===== config.mk =====
export PLATFORM = sky130hd
export DESIGN_NAME = axis_read_sched
export DESIGN_NICKNAME = d
export VERILOG_FILES = /design/src/rtl/axis_read_sched.sv
export SDC_FILE = /design/constraint.sdc
export NUM_CORES = 1
export LEC_CHECK = 0
export ABC_AREA = 1
export CELL_PAD_IN_SITES_DETAIL_PLACEMENT = 1
export CELL_PAD_IN_SITES_GLOBAL_PLACEMENT = 1
export CORE_MARGIN = 10
export CORE_UTILIZATION = 36
export CTS_CLUSTER_DIAMETER = 60
export DETAILED_ROUTE_END_ITERATION = 6
export HOLD_SLACK_MARGIN = 0.03
export PLACE_DENSITY_LB_ADDON = 0.1
export SYNTH_ARGS = -nofsm -noshare
export SYNTH_HDL_FRONTEND = slang
export SYNTH_SLANG_ARGS = --single-unit

===== constraint.sdc =====
create_clock -name clk -period 3.2 [get_ports clk]
set_input_delay 0.96 -clock clk [delete_from_list [all_inputs] [get_ports clk]]
set_output_delay 0.96 -clock clk [all_outputs]
set_load 0.01 [all_outputs]

===== src/rtl/axis_read_sched.sv =====
// axis_read_sched: splits one stream read into AXI AR bursts (<= BURST_MAX beats, never crossing 4 KB) and tracks completion.
// Define AXIS_READ_SCHED_BURST_CNT_EN to add the burst_cnt output.
module axis_read_sched #(
  parameter int CONFIG_DWIDTH   = 32,
  parameter int AXI_ADDR_WIDTH  = 32,
  parameter int AXI_LEN_WIDTH   = 8,
  parameter int AXI_DATA_WIDTH  = 64,
  parameter int WIDTH_RATIO     = 2,
  parameter int BURST_MAX       = 16,
  parameter int MAX_OUTSTANDING = 4
) (
  input  logic                      clk,
  input  logic                      rst,
  input  logic [CONFIG_DWIDTH-1:0]  cfg_address,
  input  logic [CONFIG_DWIDTH-1:0]  cfg_length,
  input  logic                      cfg_valid,
  output logic                      cfg_ready,
  output logic [CONFIG_DWIDTH-1:0]  rd_cfg_length,
  output logic                      rd_cfg_valid,
  input  logic                      rd_cfg_ready,
  output logic [AXI_ADDR_WIDTH-1:0] axi_araddr,
  output logic [AXI_LEN_WIDTH-1:0]  axi_arlen,
  output logic                      axi_arvalid,
  input  logic                      axi_arready,
  input  logic                      axi_rlast,
  input  logic                      axi_rvalid,
  input  logic                      axi_rready,
  output logic                      done
`ifdef AXIS_READ_SCHED_BURST_CNT_EN
  ,
  output logic [15:0]               burst_cnt
`endif
);
  localparam int BPB = AXI_DATA_WIDTH / 8;
  localparam int BSH = $clog2(BPB);
  localparam int WSH = $clog2(WIDTH_RATIO);
  localparam int OW  = $clog2(MAX_OUTSTANDING + 1);
  typedef enum logic [5:0] {
    IDLE   = 6'b000001,
    CONFIG = 6'b000010,
    CALC   = 6'b000100,
    ADDR   = 6'b001000,
    DRAIN  = 6'b010000,
    DONE   = 6'b100000
  } state_t;
  state_t state, state_n;
  logic [AXI_ADDR_WIDTH-1:0] addr;
  logic [CONFIG_DWIDTH-1:0] beats_rem, burst, burst_c, cap, page_beats;
  logic [CONFIG_DWIDTH:0] len_up;
  logic [12:0] page_bytes;
  logic [OW-1:0] outstanding;
  logic ar_hs, r_done;
  assign ar_hs = axi_arvalid & axi_arready;
  // an rlast with nothing outstanding is spurious and must not underflow the counter
  assign r_done = axi_rvalid & axi_rready & axi_rlast & (outstanding != '0);
  assign len_up = {1'b0, cfg_length} + (CONFIG_DWIDTH+1)'(WIDTH_RATIO - 1);
  assign page_bytes = 13'h1000 - {1'b0, addr[11:0]};
  assign page_beats = CONFIG_DWIDTH'(page_bytes >> BSH);
  assign cap = beats_rem < CONFIG_DWIDTH'(BURST_MAX) ? beats_rem : CONFIG_DWIDTH'(BURST_MAX);
  assign burst_c = page_beats < cap ? page_beats : cap;
  always_comb begin
    state_n = state;
    case (state)
      IDLE:    if (cfg_valid) state_n = cfg_length == '0 ? DONE : CONFIG;
      CONFIG:  if (rd_cfg_ready) state_n = CALC;
      CALC:    if (outstanding < OW'(MAX_OUTSTANDING)) state_n = ADDR;
      ADDR:    if (axi_arready) state_n = beats_rem == burst ? DRAIN : CALC;
      DRAIN:   if (outstanding == '0) state_n = DONE;
      DONE:    state_n = IDLE;
      default: state_n = IDLE;
    endcase
  end
  // outputs are registered decodes of the next state
  always_ff @(posedge clk) begin
    if (rst) begin
      state         <= IDLE;
      cfg_ready     <= 1'b1;
      rd_cfg_valid  <= 1'b0;
      rd_cfg_length <= '0;
      axi_arvalid   <= 1'b0;
      axi_araddr    <= '0;
      axi_arlen     <= '0;
      done          <= 1'b0;
      outstanding   <= '0;
      addr          <= '0;
      beats_rem     <= '0;
      burst         <= '0;
    end else begin
      state        <= state_n;
      cfg_ready    <= state_n == IDLE;
      rd_cfg_valid <= state_n == CONFIG;
      axi_arvalid  <= state_n == ADDR;
      done         <= state_n == DONE;
      outstanding  <= outstanding + OW'(ar_hs) - OW'(r_done);
      if (state == IDLE && cfg_valid) begin
        addr          <= AXI_ADDR_WIDTH'(cfg_address) & ~AXI_ADDR_WIDTH'(BPB - 1);
        beats_rem     <= CONFIG_DWIDTH'(len_up >> WSH);
        rd_cfg_length <= cfg_length;
      end
      if (state == CALC) begin
        burst      <= burst_c;
        axi_araddr <= addr;
        axi_arlen  <= AXI_LEN_WIDTH'(burst_c - CONFIG_DWIDTH'(1));
      end
      if (ar_hs) begin
        addr      <= addr + AXI_ADDR_WIDTH'(burst << BSH);
        beats_rem <= beats_rem - burst;
      end
    end
  end
`ifdef AXIS_READ_SCHED_BURST_CNT_EN
  always_ff @(posedge clk) begin
    if (rst || (state == IDLE && cfg_valid)) burst_cnt <= '0;
    else if (ar_hs && burst_cnt != 16'hFFFF) burst_cnt <= burst_cnt + 16'd1;
  end
`endif
endmodule


==> results of run 1 <==
## final cells by class
cell class                 count  area (µm²)  area share
tap                          396         495      0.0344
clock buffer                  18         439      0.0305
clock inverter                14         203      0.0141
sequential                   175        3510       0.244
multi-input combinational   1197        6910       0.480
inverter                     215         808      0.0561
timing repair buffer         222        2040       0.142
## flip-flops by register name, summed over array words and instances (netlist names)
name / count
addr: 29
burst: 32
axi_arlen: 8
beats_rem: 32
state: 6
outstanding: 3
cfg_ready: 1
axi_araddr: 29
rd_cfg_valid: 1
axi_arvalid: 1
rd_cfg_length: 32
done: 1
## worst max-delay path, cell delays in order (launching register included)
cell	delay (ns)
sky130_fd_sc_hd__dfxtp_2	0.34
sky130_fd_sc_hd__buf_4	0.16
sky130_fd_sc_hd__inv_2	0.05
sky130_fd_sc_hd__ha_2	0.18
sky130_fd_sc_hd__nand2_2	0.08
sky130_fd_sc_hd__nor2_4	0.12
sky130_fd_sc_hd__nand2_2	0.06
sky130_fd_sc_hd__or2_4	0.28
sky130_fd_sc_hd__nor2_4	0.13
sky130_fd_sc_hd__xnor2_2	0.14
sky130_fd_sc_hd__ha_1	0.26
sky130_fd_sc_hd__nand2_1	0.07
sky130_fd_sc_hd__inv_2	0.04
sky130_fd_sc_hd__nand2_4	0.09
sky130_fd_sc_hd__nand2_8	0.09
sky130_fd_sc_hd__o21ai_4	0.20
sky130_fd_sc_hd__ha_4	0.16
sky130_fd_sc_hd__inv_2	0.04
sky130_fd_sc_hd__nor2_4	0.16
sky130_fd_sc_hd__nand3_2	0.08
sky130_fd_sc_hd__nand2_1	0.06
sky130_fd_sc_hd__nand3_1	0.06
sky130_fd_sc_hd__nand2_1	0.10
sky130_fd_sc_hd__inv_1	0.04
## worst paths after layout
check	start	end	slack (ns)	cells after the start
worst min register to register	burst[29]$_SDFFE_PP0P_	burst[29]$_SDFFE_PP0P_	0.46	2
worst min-delay path	burst[29]$_SDFFE_PP0P_	burst[29]$_SDFFE_PP0P_	0.46	2
worst max register to register	addr[3]$_SDFFE_PP0P_	axi_arlen[6]$_SDFFE_PP0P_	0.12	23
worst max-delay path	addr[3]$_SDFFE_PP0P_	axi_arlen[6]$_SDFFE_PP0P_	0.12	23
## cells by family after synthesis
logic type / share of synthesized area
AO/OA/AOI/OAI: 0.225
XOR/XNOR: 0.0398
adder cells (fa/ha/maj): 0.0890
buffers and inverters: 0.0960
flip-flops: 0.312
other: 0.000670
AND/OR/NAND/NOR: 0.237
## metrics by stage
| step | TNS (ns) | hold slack (ns) | instances | instance area (µm²) | util |
|---|---|---|---|---|---|
| 2_1_floorplan | 0 | 0.428 | 1650 | 11200 | - |
| 3_3_place_gp | -1.26 | 0.439 | 2203 | 13500 | 0.441 |
| 3_5_place_dp | -2.19 | 0.447 | 2203 | 13500 | 0.441 |
| 4_1_cts | -0.00689 | 0.459 | 2235 | 14200 | 0.462 |
| 5_1_grt | -0.297 | 0.486 | 2237 | 14400 | 0.470 |
| 6_report | 0 | 0.456 | 2237 | 14400 | 0.470 |
## power groups by stage
stage / combinational [mW] / clock, mW / sequential (mW)
after floorplan: 1.21 / 0 / 2.45
after global routing: 2.38 / 2.50 / 2.44
after CTS: 1.99 / 2.40 / 2.41
after detailed placement: 1.97 / 0 / 2.46
final: 2.14 / 2.36 / 2.42
after global placement: 1.92 / 0 / 2.45
## what timing repair did
action / 4_1_cts / 5_1_grt
setup endpoints to repair: 5 / 15
resized for setup: 1 / 67
hold buffers: 0 / 0
gates cloned: 0 / 0
pin swaps: 1 / 27
buffers inserted: 0 / 2
## routing by layer
| layer | track usage | wire (µm) |
|---|---|---|
| met1 | 0.274 | 20100 |
| met2 | 0.338 | 18900 |
| met3 | 0.0446 | 1820 |
| met4 | 0.0580 | 779 |
| met5 | 0 | 0 |
## cells in the final DEF (no fill, tap or decap), drive strengths merged, types with 6 or more instances in the layout
| master | Yosys | routed |
|---|---|---|
| o21ai | 173 | 173 |
| dfxtp | 175 | 175 |
| a21oi | 179 | 179 |
| o211ai | 14 | 14 |
| xor2 | 35 | 35 |
| xnor2 | 16 | 16 |
| conb | 2 | 8 |
| buf | 19 | 82 |
| ha | 75 | 75 |
| or2 | 8 | 8 |
| o21a | 7 | 7 |
| a21o | 6 | 6 |
| o21bai | 9 | 9 |
| a31oi | 20 | 20 |
| nor2 | 220 | 220 |
| inv | 214 | 219 |
| a211oi | 11 | 11 |
| nor4 | 13 | 13 |
| nand4 | 17 | 17 |
| nand2 | 248 | 248 |
| clkdlybuf4s50 | 0 | 140 |
| o221ai | 13 | 13 |
| clkbuf | 44 | 18 |
| nor3 | 48 | 48 |
| nand3 | 51 | 51 |
==> metrics.md, run 1 <==
| Metric | Value |
|---|---|
| Area growth syn-to-layout | 28.5% |
| Top Ports | 148 |
| Starting DRT DRC Count | 417 |
| Post-synth EDFFs | 0 |
| Total number of clock tree sinks | 175 |
| Gate power share | 0.309 |
| Arr. time, crit path | 3.44 ns |
| Static power due to leakage | 6.37 nW |
| Count of cell types in the netlist | 57 |
| Ratio of total power to cell area | 480 nW/µm² |
| FFs w/ async S/R, synth | 0 |
| Die Width | 197 µm |
| Largest net degree at the start of global routing | 79 |
| Type of destination of the critical path | flip-flop |
| Most numerous cell in the Yosys netlist | sky130_fd_sc_hd__nand2_1 |
| Number of nets with antenna violations after detailed routing | 0 |
| GRT overflow | 0 |
| Share of the synthesized area in the top cell type | 0.312 |
| Number of global-route vias before repair | 12,200 |
| Final setup viols | 0 |
| Final Cycle Share | 0.963 |
| Share of layout cells above drive strength 1 | 0.115 |
| Crit path kind | flip-flop to flip-flop |
| Net Switching | 2.42 mW |
| Worst-margin pin slew | 0.898 ns |
| Library cell occupying the most area in the post-synthesis netlist | sky130_fd_sc_hd__dfxtp_1 |
| Aggregate routed wire length | 41.6 mm |
| Number of remaining DRC errors | 0 |
| Clock input transition at the sequential cells of the worst setup and hold paths | 0.07 ns |
| Layout Nets | 1,978 |
| Max Clock Freq | 0.325 GHz |
| Skew-Pair Late Insertion Delay | 0.46 ns |
| Outcome | finished clean |
| Final hold violation count | 0 |
| Maximum ir drop on the vdd rail | 378 µV |
| Post-synthesis sequential area ratio | 0.312 |
| Power, Total | 6.92 mW |
| Number of levels the H-tree was split into | 4 |
| Count of mapped cells out of synthesis | 1,644 |
| RSZ-0062 raised after global routing | true |
| Antenna violations before repair | 0 |
| Starting Density | 0.366 |
| Global-route wire length before repair | 65.5 mm |
| Clock Power Share | 0.341 |
| Antenna diode instance count | 0 |
| Quantity of I/O buffers inserted on ports | 141 |
| Most instantiated flip-flop cell in the synthesis netlist | sky130_fd_sc_hd__dfxtp_1 |
| Endpoint required time on the critical path | 3.55 ns |
| Via count | 11,600 |
| Via/cell ratio | 5.20 |
| Number of synthesis warnings | 0 |
| Area of the core | 30,700 µm² |
| GRT Overall Usage | 0.209 |
| Element type at the critical path start | flip-flop |
| Most area-consuming cells after synthesis | sky130_fd_sc_hd__dfxtp_1, sky130_fd_sc_hd__ha_1, sky130_fd_sc_hd__nand2_1, sky130_fd_sc_hd__a21oi_1, sky130_fd_sc_hd__o21ai_0 |
| Number of flip-flops and latches in the synthesized netlist | 175 |
| Worst hold path type | flip-flop to flip-flop |
| Max cap viols | 0 |
| Die outline area | 38,600 µm² |
| Clock tree from TritonCTS | built |
| Routed wirelength normalized by instance count | 18.6 µm |
| Headroom to the max-slew limit | 0.402 |
| Commonest cells in the synthesized netlist | sky130_fd_sc_hd__nand2_1, sky130_fd_sc_hd__inv_1, sky130_fd_sc_hd__nor2_1 |
| Number of pins with negative max-slew slack in the final report | 0 |
| Detailed Place HPWL | 32.0 mm |
| Avg Cell Area, Syn | 6.82 µm² |
| Relative contribution of sequential cells to total power | 0.350 |
| Gp weighted congestion | 0.904 |
| Final-layout fill cell count | 3,891 |
| Pre-CTS worst setup slack | -0.298 ns |
| DR pass1 iterations | 4 |
| Die span in y | 197 µm |
| Switching part of the total | 0.350 |
| Internal power summed over all cells | 4.49 mW |
| Final setup skew | 0.0150 ns |
| Area of the mapped netlist | 11,200 µm² |
| CTS Buf Count | 17 |
| Row cnt | 64 |
| Clock tree root buffer cell | sky130_fd_sc_hd__clkbuf_16 |
| Shortest period the worst path allows | 3.08 ns |
| Post-layout worst setup margin | 0.120 ns |
| Largest driver fanout on the critical path | 6 |
| Maximum clock path buffer count | 2 |
Note: power is estimated with default switching activity, not from simulation.
==> inputs of run 2 (changes only) <==
Settings changed: ABC_AREA 1 to unset, CORE_UTILIZATION 36 to 38, CTS_BUF_LIST set to sky130_fd_sc_hd__clkbuf_4 sky130_fd_sc_hd__clkbuf_8.
==> run 2 against run 1 <==
Compared with the run above:
- the flow now finishes with violations (negative setup slack)
- register-to-register slack lost 0.30 ns
- clock power shrank 33%
- maximum frequency fell by 8.8%
- critical endpoint is now axi_arlen[4]$_SDFFE_PP0P_
==> metrics.md, run 2 <==
| Metric | Value |
|---|---|
| Switching part of the total | 0.367 (was 0.350) |
| Synth Area in Simple Gates | 0.226 (was 0.237) |
| Hold WS | 0.460 ns (was 0.456 ns) |
| R2R setup slack | -0.18 ns (was 0.12 ns) |
| Crit path kind | flip-flop to flip-flop (unchanged) |
| Global-route wire length before repair | 58.1 mm (was 65.5 mm) |
| Antenna violations before repair | 0 (unchanged) |
| Most numerous cell in the Yosys netlist | sky130_fd_sc_hd__nand2_1 (unchanged) |
| Share of layout cells above drive strength 1 | 0.150 (was 0.115) |
| Total number of clock tree sinks | 175 (unchanged) |
| Final setup skew | 0.0316 ns (was 0.0150 ns) |
| Via/cell ratio | 5.27 (was 5.20) |
| FFs w/ async S/R, synth | 0 (unchanged) |
| Power, Total | 6.33 mW (was 6.92 mW) |
| Count of mapped cells out of synthesis | 1,372 (was 1,644) |
| Die span in y | 188 µm (was 197 µm) |
| Endpoint required time on the critical path | 3.58 ns (was 3.55 ns) |
| GRT overflow | 0 (unchanged) |
| Portion of netlist area occupied by mux cells | 0.0104 (was 0) |
| Number of remaining DRC errors | 0 (unchanged) |
| Via count | 10,600 (was 11,600) |
| Die outline area | 35,200 µm² (was 38,600 µm²) |
| Gate power share | 0.372 (was 0.309) |
| Pre-CTS worst setup slack | -0.274 ns (was -0.298 ns) |
| Number of nets with antenna violations after detailed routing | 0 (unchanged) |
| Failing checks | negative setup slack |
| Detailed Place HPWL | 27.6 mm (was 32.0 mm) |
| Post-layout utilization of the core | 0.507 (was 0.470) |
| Relative contribution of sequential cells to total power | 0.377 (was 0.350) |
| Row cnt | 61 (was 64) |
| Gp weighted congestion | 0.890 (was 0.904) |
| Number of flip-flops and latches in the synthesized netlist | 175 (unchanged) |
| Count of hold buffers inserted by post-cts repair | 0 (unchanged) |
| Final setup viols | 4 (was 0) |
| Net Switching | 2.32 mW (was 2.42 mW) |
| Cells after DPL | 1,958 (was 2,203) |
| Largest registers ranked by flip-flop count | beats_rem: 32 flops, burst: 32 flops, rd_cfg_length: 32 flops (unchanged) |
| Skew-Pair Late Insertion Delay | 0.49 ns (was 0.46 ns) |
| Die Width | 188 µm (was 197 µm) |
| Quantity of I/O buffers inserted on ports | 141 (unchanged) |
| GRT Overall Usage | 0.198 (was 0.209) |
| Shortest period the worst path allows | 3.38 ns (was 3.08 ns) |
| Clock input transition at the sequential cells of the worst setup and hold paths | 0.11 ns (was 0.07 ns) |
| Outcome | finished with violations (was finished clean) |
| Number of global-route vias before repair | 11,100 (was 12,200) |
| Post-synth EDFFs | 0 (unchanged) |
| Type of destination of the critical path | flip-flop (unchanged) |
| Area of the core | 27,800 µm² (was 30,700 µm²) |
| Ratio of total power to cell area | 449 nW/µm² (was 480 nW/µm²) |
| Max Clock Freq | 0.296 GHz (was 0.325 GHz) |
| Element type at the critical path start | flip-flop (unchanged) |
| Library cell occupying the most area in the post-synthesis netlist | sky130_fd_sc_hd__dfxtp_1 (unchanged) |
| Most area-consuming cells after synthesis | sky130_fd_sc_hd__dfxtp_1, sky130_fd_sc_hd__ha_1, sky130_fd_sc_hd__nand2_1, sky130_fd_sc_hd__a21oi_1, sky130_fd_sc_hd__nor2_1 (was sky130_fd_sc_hd__dfxtp_1, sky130_fd_sc_hd__ha_1, sky130_fd_sc_hd__nand2_1, sky130_fd_sc_hd__a21oi_1, sky130_fd_sc_hd__o21ai_0) |
| Starting Density | 0.384 (was 0.366) |
| DR pass1 iterations | 4 (unchanged) |
| Routed wirelength normalized by instance count | 17.9 µm (was 18.6 µm) |
| Commonest cells in the synthesized netlist | sky130_fd_sc_hd__nand2_1, sky130_fd_sc_hd__dfxtp_1, sky130_fd_sc_hd__a21oi_1 (was sky130_fd_sc_hd__nand2_1, sky130_fd_sc_hd__inv_1, sky130_fd_sc_hd__nor2_1) |
| Commonest non-fill, non-tap cells in the layout | sky130_fd_sc_hd__nand2_1, sky130_fd_sc_hd__dfxtp_1, sky130_fd_sc_hd__a21oi_1 (was sky130_fd_sc_hd__nand2_1, sky130_fd_sc_hd__inv_1, sky130_fd_sc_hd__nor2_1) |
| Area of the mapped netlist | 10,700 µm² (was 11,200 µm²) |
| Max cap viols | 0 (unchanged) |
| Clock tree from TritonCTS | built (unchanged) |
| Avg Cell Area, Syn | 7.78 µm² (was 6.82 µm²) |
| Headroom to the max-slew limit | 0.570 (was 0.402) |
| Aggregate routed wire length | 35.9 mm (was 41.6 mm) |
| Maximum clock path buffer count | 2 (unchanged) |
| Worst-margin pin slew | 0.646 ns (was 0.898 ns) |
| Largest driver fanout on the critical path | 6 (unchanged) |
| Post-synthesis sequential area ratio | 0.328 (was 0.312) |
| Starting DRT DRC Count | 431 (was 417) |
| Count of cell types in the netlist | 82 (was 57) |
| Post-synthesis share of cell area spent on xor and xnor gates | 0.0762 (was 0.0398) |
| Internal power summed over all cells | 4.00 mW (was 4.49 mW) |
| Final hold violation count | 0 (unchanged) |
| Clock tree root buffer cell | sky130_fd_sc_hd__clkbuf_8 (was sky130_fd_sc_hd__clkbuf_16) |
| Area fraction in compound gates after synthesis | 0.217 (was 0.225) |
| Dominant combinational cell family by area after synthesis | simple AND/OR/NAND/NOR gates (unchanged) |
| Layout Nets | 1,762 (was 1,978) |
| Static power due to leakage | 5.59 nW (was 6.37 nW) |
| Maximum ir drop on the vdd rail | 198 µV (was 378 µV) |
| Adder and majority gate portion of the synthesized area | 0.0936 (was 0.0890) |
| Most instantiated flip-flop cell in the synthesis netlist | sky130_fd_sc_hd__dfxtp_1 (unchanged) |
| Arr. time, crit path | 3.75 ns (was 3.44 ns) |
| Final Cycle Share | 1.05 (was 0.963) |
| Number of pins with negative max-slew slack in the final report | 0 (unchanged) |
| Post-layout worst setup margin | -0.176 ns (was 0.120 ns) |
| Worst hold path type | flip-flop to flip-flop (unchanged) |
| Number of synthesis warnings | 0 (unchanged) |
| Area growth syn-to-layout | 31.9% (was 28.5%) |
| CTS Buf Count | 17 (unchanged) |
| Most common library cell in the layout ignoring fill and taps | sky130_fd_sc_hd__nand2_1 (unchanged) |
| Largest net degree at the start of global routing | 52 (was 79) |
| RSZ-0062 raised after global routing | true (unchanged) |
| Share of the synthesized area in the top cell type | 0.328 (was 0.312) |
| Clock Power Share | 0.251 (was 0.341) |
| Top Ports | 148 (unchanged) |
| Number of levels the H-tree was split into | 4 (unchanged) |
| Antenna diode instance count | 0 (unchanged) |
| Final standard cell count with taps included and fillers excluded | 2,003 (was 2,237) |
run 2: cell types whose count changed after synthesis, sizes merged, moves of 16 or more:
cell / delta
xnor2: +32
o22ai: +16
inv: -156
a21o: +21
a21oi: -26
a311oi: +21
nand3: -25
nor2: -101
a211oi: +19
o21ai: -143
run 2: worst max-delay path, stage by stage (launching register included):
cell and delay [ns]:
sky130_fd_sc_hd__dfxtp_2 0.34, sky130_fd_sc_hd__or3_4 0.40, sky130_fd_sc_hd__or2_4 0.28, sky130_fd_sc_hd__nor2_4 0.13, sky130_fd_sc_hd__xnor2_2 0.14, sky130_fd_sc_hd__ha_1 0.30, sky130_fd_sc_hd__a21o_1 0.19, sky130_fd_sc_hd__a21oi_2 0.16
sky130_fd_sc_hd__and3_4 0.21, sky130_fd_sc_hd__a22o_4 0.16, sky130_fd_sc_hd__nor2_2 0.05, sky130_fd_sc_hd__a21oi_2 0.12, sky130_fd_sc_hd__ha_2 0.21, sky130_fd_sc_hd__nand2_2 0.08, sky130_fd_sc_hd__nor2_2 0.12, sky130_fd_sc_hd__xnor2_1 0.14
sky130_fd_sc_hd__nand2_1 0.07, sky130_fd_sc_hd__o211ai_1 0.10, sky130_fd_sc_hd__a21oi_1 0.08
run 2: repair_timing:
item | in CTS | in global routing
gates resized for setup | 13 | 19
pin swaps | 17 | 14
setup endpoints to repair | 5 | 12
buffers inserted | 6 | 7
run 2: power groups by stage:
stage / registers (mW) / logic (mW) / clock network, mW
2_1_floorplan: 2.44 / 1.35 / 0
3_3_place_gp: 2.42 / 2.12 / 0
3_5_place_dp: 2.43 / 2.16 / 0
4_1_cts: 2.38 / 2.23 / 1.63
5_1_grt: 2.40 / 2.57 / 1.71
6_report: 2.38 / 2.35 / 1.59
run 2: logic make-up after synthesis:
family / after synthesis
muxes: 11
buffers and inverters: 130
DFF: 175
AOI/OAI and AO/OA: 356
adders and majority gates: 78
other: 2
and+or+nand+nor: 528
xor gates and xnor gates: 92
run 2: area by class of cell:
class	count	area, µm²
clock buffers	18	248
clock inverters	14	141
fillers	3431	13700
inverters	58	220
multi-input cells	1073	6910
flip-flops and latches	175	3510
well taps	378	473
repair buffers	287	2570
run 2: path summary, 6_finish.rpt:
path / start / to / cells past startpoint
max: addr[6]$_SDFFE_PP0P_ / axi_arlen[4]$_SDFFE_PP0P_ / 18
min: axi_araddr[15]$_SDFFE_PP0P_ / axi_araddr[15]$_SDFFE_PP0P_ / 2
max reg2reg: addr[6]$_SDFFE_PP0P_ / axi_arlen[4]$_SDFFE_PP0P_ / 18
min reg2reg: axi_araddr[15]$_SDFFE_PP0P_ / axi_araddr[15]$_SDFFE_PP0P_ / 2
run 2: per-stage QoR:
step / instance area [µm²] / setup TNS (ns)
finish: 14100 / -0.448
global route: 14100 / -0.982
CTS: 13900 / -0.172
detailed placement: 13400 / -0.779
global placement: 13400 / -0.432
floorplan: 10800 / -0.161
run 2: metal layers:
| layer | routed length (µm) | vias to the layer above | global-route usage | share of wire |
|---|---|---|---|---|
| met5 | 0 | - | 0 | 0 |
| met3 | 1760 | 26 | 0.0453 | 0.049 |
| met2 | 16300 | 162 | 0.321 | 0.45 |
| li1 | - | 5326 | - | - |
| met4 | 486 | 0 | 0.0468 | 0.014 |
| met1 | 17400 | 5040 | 0.259 | 0.48 |
==> inputs of run 3 (changes only) <==
Settings changed: ABC_CLOCK_PERIOD_IN_PS set to 3200.
==> results of run 3 <==
No change in the layout: final DEF, timing and power equal those of run 2.
